File: config.mk
export PLATFORM = sky130hd
export DESIGN_NAME = serial_add_ctrl
export DESIGN_NICKNAME = d
export VERILOG_FILES = /design/src/rtl/serial_add_ctrl.sv
export SDC_FILE = /design/constraint.sdc
export NUM_CORES = 1
export LEC_CHECK = 0
export CAP_MARGIN = 5
export CORE_MARGIN = 1.5
export CORE_UTILIZATION = 50
export CTS_BUF_LIST = sky130_fd_sc_hd__clkbuf_4 sky130_fd_sc_hd__clkbuf_8 sky130_fd_sc_hd__clkbuf_16
export DETAILED_ROUTE_END_ITERATION = 10
export PLACE_DENSITY = 0.88
export SLEW_MARGIN = 20
export SYNTH_ARGS = -nofsm -noshare
export SYNTH_HDL_FRONTEND = slang
export SYNTH_SLANG_ARGS = --single-unit
export TNS_END_PERCENT = 20
File: constraint.sdc
create_clock -name clk -period 1.9 [get_ports clk]
set_input_delay 0.285 -clock clk [delete_from_list [all_inputs] [get_ports clk]]
set_output_delay 0.285 -clock clk [all_outputs]
set_load 0.03 [all_outputs]
File: src/rtl/serial_add_ctrl.sv
// Bit-serial add/subtract sequencer driving one shared 1-bit full-adder cell.
// Operands are fed LSB-first, one bit per clock; the carry lives in a flop between bits.
module serial_add_ctrl #(
    parameter int W = 8
) (
    input  logic         clk,
    input  logic         reset,
    input  logic         start,
    input  logic         op,
    input  logic [W-1:0] a,
    input  logic [W-1:0] b,
    output logic         busy,
    output logic         done,
    output logic [W-1:0] result,
    output logic         cout,
    output logic         ovf
);

    localparam int            CW       = $clog2(W + 1);
    localparam logic [CW-1:0] LAST_BIT = CW'(W - 1);

    typedef enum logic [1:0] {
        IDLE = 2'b00,
        RUN  = 2'b01,
        DONE = 2'b10
    } state_t;

    // Carry-out of the shared 1-bit adder cell.
    function automatic logic maj3(input logic x, input logic y, input logic z);
        return (x & y) | (x & z) | (y & z);
    endfunction

    state_t        state_r;
    state_t        state_s;
    logic [CW-1:0] cnt_r;
    logic [W-1:0]  sa_r;
    logic [W-1:0]  sb_r;
    logic [W-1:0]  sr_r;
    logic [W-1:0]  result_r;
    logic [W-1:0]  sr_shift_s;
    logic          c_r;
    logic          cm_r;
    logic          cout_r;
    logic          busy_r;
    logic          done_r;
    logic          accept_s;
    logic          last_s;
    logic          sum_s;
    logic          co_s;

    // Adder cell on the current LSBs plus the shifted result it produces.
    always_comb begin
        sum_s      = sa_r[0] ^ sb_r[0] ^ c_r;
        co_s       = maj3(sa_r[0], sb_r[0], c_r);
        sr_shift_s = {sum_s, sr_r[W-1:1]};
        accept_s   = start && ((state_r == IDLE) || (state_r == DONE));
        last_s     = (state_r == RUN) && (cnt_r == LAST_BIT);
    end

    // Next-state logic; start is only honoured from IDLE or DONE.
    always_comb begin
        state_s = state_r;
        case (state_r)
            IDLE: begin
                if (start) begin
                    state_s = RUN;
                end else begin
                    state_s = IDLE;
                end
            end
            RUN: begin
                if (cnt_r == LAST_BIT) begin
                    state_s = DONE;
                end else begin
                    state_s = RUN;
                end
            end
            DONE: begin
                if (start) begin
                    state_s = RUN;
                end else begin
                    state_s = IDLE;
                end
            end
            default: begin
                state_s = IDLE;
            end
        endcase
    end

    // State, bit counter and the registered busy/done flags.
    always_ff @(posedge clk) begin
        if (reset) begin
            state_r <= IDLE;
            cnt_r   <= {CW{1'b0}};
            busy_r  <= 1'b0;
            done_r  <= 1'b0;
        end else begin
            state_r <= state_s;
            busy_r  <= (state_s == RUN);
            done_r  <= (state_s == DONE);
            if (accept_s) begin
                cnt_r <= {CW{1'b0}};
            end else if (state_r == RUN) begin
                cnt_r <= cnt_r + CW'(1);
            end else begin
                cnt_r <= cnt_r;
            end
        end
    end

    // Operand/result shifters; subtract loads ~b with carry-in 1.
    always_ff @(posedge clk) begin
        if (reset) begin
            sa_r     <= {W{1'b0}};
            sb_r     <= {W{1'b0}};
            sr_r     <= {W{1'b0}};
            c_r      <= 1'b0;
            cm_r     <= 1'b0;
            cout_r   <= 1'b0;
            result_r <= {W{1'b0}};
        end else if (accept_s) begin
            sa_r <= a;
            sb_r <= op ? ~b : b;
            sr_r <= {W{1'b0}};
            c_r  <= op;
        end else if (state_r == RUN) begin
            sa_r <= {1'b0, sa_r[W-1:1]};
            sb_r <= {1'b0, sb_r[W-1:1]};
            sr_r <= sr_shift_s;
            c_r  <= co_s;
            // Carry into the MSB is the carry flop just before the last bit is added.
            if (last_s) begin
                cm_r     <= c_r;
                result_r <= sr_shift_s;
                cout_r   <= co_s;
            end else begin
                cm_r     <= cm_r;
                result_r <= result_r;
                cout_r   <= cout_r;
            end
        end else begin
            sa_r <= sa_r;
            sb_r <= sb_r;
            sr_r <= sr_r;
            c_r  <= c_r;
        end
    end

    assign busy   = busy_r;
    assign done   = done_r;
    assign result = result_r;
    assign cout   = cout_r;
    // Both terms are flops updated on the same edge, so ovf holds exactly like cout.
    assign ovf    = cm_r ^ cout_r;

endmodule

# Word-level counts from Yosys, hierarchy flattened
# Index checks and enable logic that the tools add are counted.
# word_totals
reg_bits	43
out_inout_bits	12
# op_classes
n_addsub	1
n_eq_ne	5
mux	10
n_bitwise	10
n_reduce_logical	8
# ops
cell	n
8-bit two-way mux	5
8-bit inverter	1
4-bit by 1-bit adder with 4-bit output, second input constant	1
2-bit by 1-bit == test with 1-bit output, second input constant	2
2-bit == test, second input constant	2
4-bit by 3-bit == test with 1-bit output, second input constant	1
2-bit case mux with 2 select lines	1
2-bit OR reduction	2
1-bit AND	3
1-bit two-way mux	3
3-bit AND reduction	1
1-bit XOR	3
1-bit logical AND	2
2-bit zero test	1
2-bit two-way mux	1
1-bit OR	2
2-bit nonzero test	1
1-bit logical OR	1
1-bit inverter	1

# Longest topological paths before layout
# logic_depth
depth_word	5
mapped_depth	5

# Least setup slack after synthesis
# Ideal clock, no wire load.
# synth_path
path_kind	flip-flop to output port
start	reg cout_r, in the netlist cout
end	out ovf
arrival_ns	1.049
required_ns	1.615
slack_ns	0.566
stages_incl_launch_ff	2
n_path_buf	0
cell_sequence	dfxtp_1 > xor2_1
# synth_between
elab_chain_len	1
# synth_rtl
item	line_no	text
start, declared	43	logic cout_r;
start signal, assigned	136	cout_r <= co_s;
start signal, assigned	140	cout_r <= cout_r;
1-bit XOR	155	assign ovf = cm_r ^ cout_r;
end, declared	16	output logic ovf
# No other way between the ends.

# Final worst setup path
# layout_path
start	reg cout_r, in the netlist cout
end	out cout
# layout_lines
item	line_no	text
end, declared	15	output logic cout,
# No word-level cell between the ends.

==> out/metrics.cfg <==
[logic_synthesis]
synthArstFlopShare_pct = 0
synth_compound_area_share_pct = 11.7
synth_top_area_share_pct = 47.9
yosys_most_used_dff = dfxtp_1
synth_top_family_by_area = simple AND/OR/NAND/NOR gates
synthMuxAreaShare_pct = 6.27
ys.warnings.count = 0
synth.area.top_cells = dfxtp_1 (48%), nand2_1 (11%), mux2i_1 (6.3%)
yosysSeqAreaShare_pct = 47.9
yosysMostFrequentCell = nand2_1
synth_top_area_cell = dfxtp_1
synth_xor_area_share_pct = 5.48
synth_commonest_cells = nand2_1 (52), dfxtp_1 (42), a21oi_1 (14), nor3_1 (13), mux2i_1 (11)
synth.distinct_cells = 26
syn_inst = 201
synth_fp_nets = 223
synthAdderAreaFrac_pct = 1.85
syn-cell-area_um2 = 1760
synth_edf_count = 0
synth-simple-area-share_pct = 21.2
synth_area_per_cell_um2 = 8.74
yosys_register_bits = 42

[drt]
vias = 1448
ant_nets = 0
first_pass_iters = 5
wirelength_um = 3140
route.detailed.drc = 0
drt_iter0_drc = 60
avgRoutedWirePerCell_um = 11.3
via_per_inst = 5.19

[sta]
setup_viol = 0
timing.fmax_mhz = 587
fin_crit_ns = 1.70
final_hold_viol_count = 0
fin_worst_skew_ns = 0.00984
drv_slew = 0
setup_tns_ns = 0
slew_headroom_pct = 69.2
rsz0062_at_grt = false
tightest_slew_ns = 0.460
fin_crit_sh_pct = 89.7

[setup_path]
crit_path_cell_trace = clkdlybuf4s50_1
critPathCaptureType = primary output
crit_fanout = 3
critPathArrivalTime_ns = 1.42
cp_num_buf_inv = 1
cp_slowest_cell = clkdlybuf4s50_1
crit_type = reg -> out
critPathMaxStageDelay_ns = 0.69
cp_top_family = buffers and inverters
crit_required_ns = 1.62
cp-start-kind = flop

[grt]
grt_pass1_vias = 1280
grtUsageMet3_pct = 3.80
grt_overflow_total = 0
antenna_found_initial = 0
grt_use_met2_pct = 29.1
gr-usage-met1_pct = 22.4
top_usage_layer = met2
grt_max_degree = 27
grt_pass1_wl_um = 5540
track_usage_pct = 17.9

[run]
maxCapViolCount = 0

[cells_and_area]
num_antenna_cells = 0
final_util_pct = 64.5
final_nets = 254
area_growth_pct = 23.5
final_cell_count_no_fill = 279
drive_above_1_share_pct = 7.30
fillCellCount = 309
seq_area_um2 = 841
multiInputGateArea_um2 = 816

[floorplan]
fp.dieW_um = 62.3
core_um2 = 3360
ioPinCount = 32
dieArea_um2 = 3880
initial_utilization_pct = 52.2
die_h_um = 62.3
num_rows = 21

[power_and_ir_drop]
max-vdd-ir-drop_mv = 0.520
p_total_mw = 1.70
p_per_area_nw_per_um2 = 782
cellLeakagePower_nw = 0.795

[run_status]
outcome = finished clean

[placement]
hpwlAfterDp_um = 2220
gp_congestion = 0.771
placedCellCount = 271
port_buffers = 31

[worst_hold_path]
hp-class = reg -> reg

[cts]
cts.clk_slew.worst_paths_ns = 0.11
tritoncts = built
clock_path_buffers = 2
insertion_delay_ns = 0.36
cts_buffers = 5
cts_hold_buf = 0
tritoncts_num_sinks = 42
clockRootBuffer = clkbuf_4
cts_max_level = 2

[worst paths after layout]
check	start	to	slack, ns	depth (start not counted)
worst min register to register	result[5]	result[5]	0.46	2
worst max-delay path	cout	cout	0.20	1
worst min-delay path	result[5]	result[5]	0.46	2
worst max register to register	cnt_r[0]	result[1]	0.48	4
[through the flow]
step	hold WS (ns)	worst slack (ns)	area (um2)
floorplan	0.437	0.566	1760
global placement	0.444	0.365	2090
detailed placement	0.450	0.283	2090
CTS	0.467	0.0445	2170
global route	0.489	0.157	2170
finish	0.461	0.196	2170
[power by group]
part,internal [mW],switching [mW]
combinational,0.105,0.118
clock,0.253,0.277
sequential,0.920,0.0247
[cell families (layout without fill, tap and decap cells)]
logic type,after synthesis,in the layout
muxes,11,11
xor gates and xnor gates,11,11
adders and majority gates,2,2
DFF,42,42
buffers and inverters,16,48
AOI/OAI and AO/OA,36,36
and+or+nand+nor,83,83
[timing repair]
action                                  in CTS  in global routing
setup buffers                                0                  0
endpoints found under the setup margin       0                  1
gates resized for setup                      0                  1
[routing by layer]
layer	wire length, um	vias up
met5	0	-
met4	71	0
met3	141	7
met2	1450	39
met1	1480	655
li1	-	747
[cell usage in the layout (no fill, tap or decap), types with 5 or more instances in the layout]
cell / count
a21oi_1: 14
a31oi_1: 6
buf_4: 8
clkbuf_4: 5
clkdlybuf4s50_1: 30
dfxtp_1: 42
mux2i_1: 11
nand2_1: 52
nand3_1: 5
nor2_1: 5
nor3_1: 13
o21ai_0: 7
o22ai_1: 5
xor2_1: 10
[cell type report]
type | instances | area share, %
inverter | 1 | 0.173
tap | 46 | 2.65
sequential | 42 | 38.8
multi-input combinational | 143 | 37.6
clock buffer | 8 | 3.63
timing repair buffer | 39 | 17.2
[registers in the layout, summed over array words and instances, names as in the netlist]
register,count
state_r,2
sr_r,7
result,8
cout,1
sa_r,8
busy,1
c_r,1
cnt_r,4
sb_r,8
cm_r,1
done,1
[worst min-delay path, cell delays in order (launching register included)]
cell	delay, ns
dfxtp_1	0.33
nand2_1	0.05
mux2i_1	0.05
(Power assumes the default switching activity.)
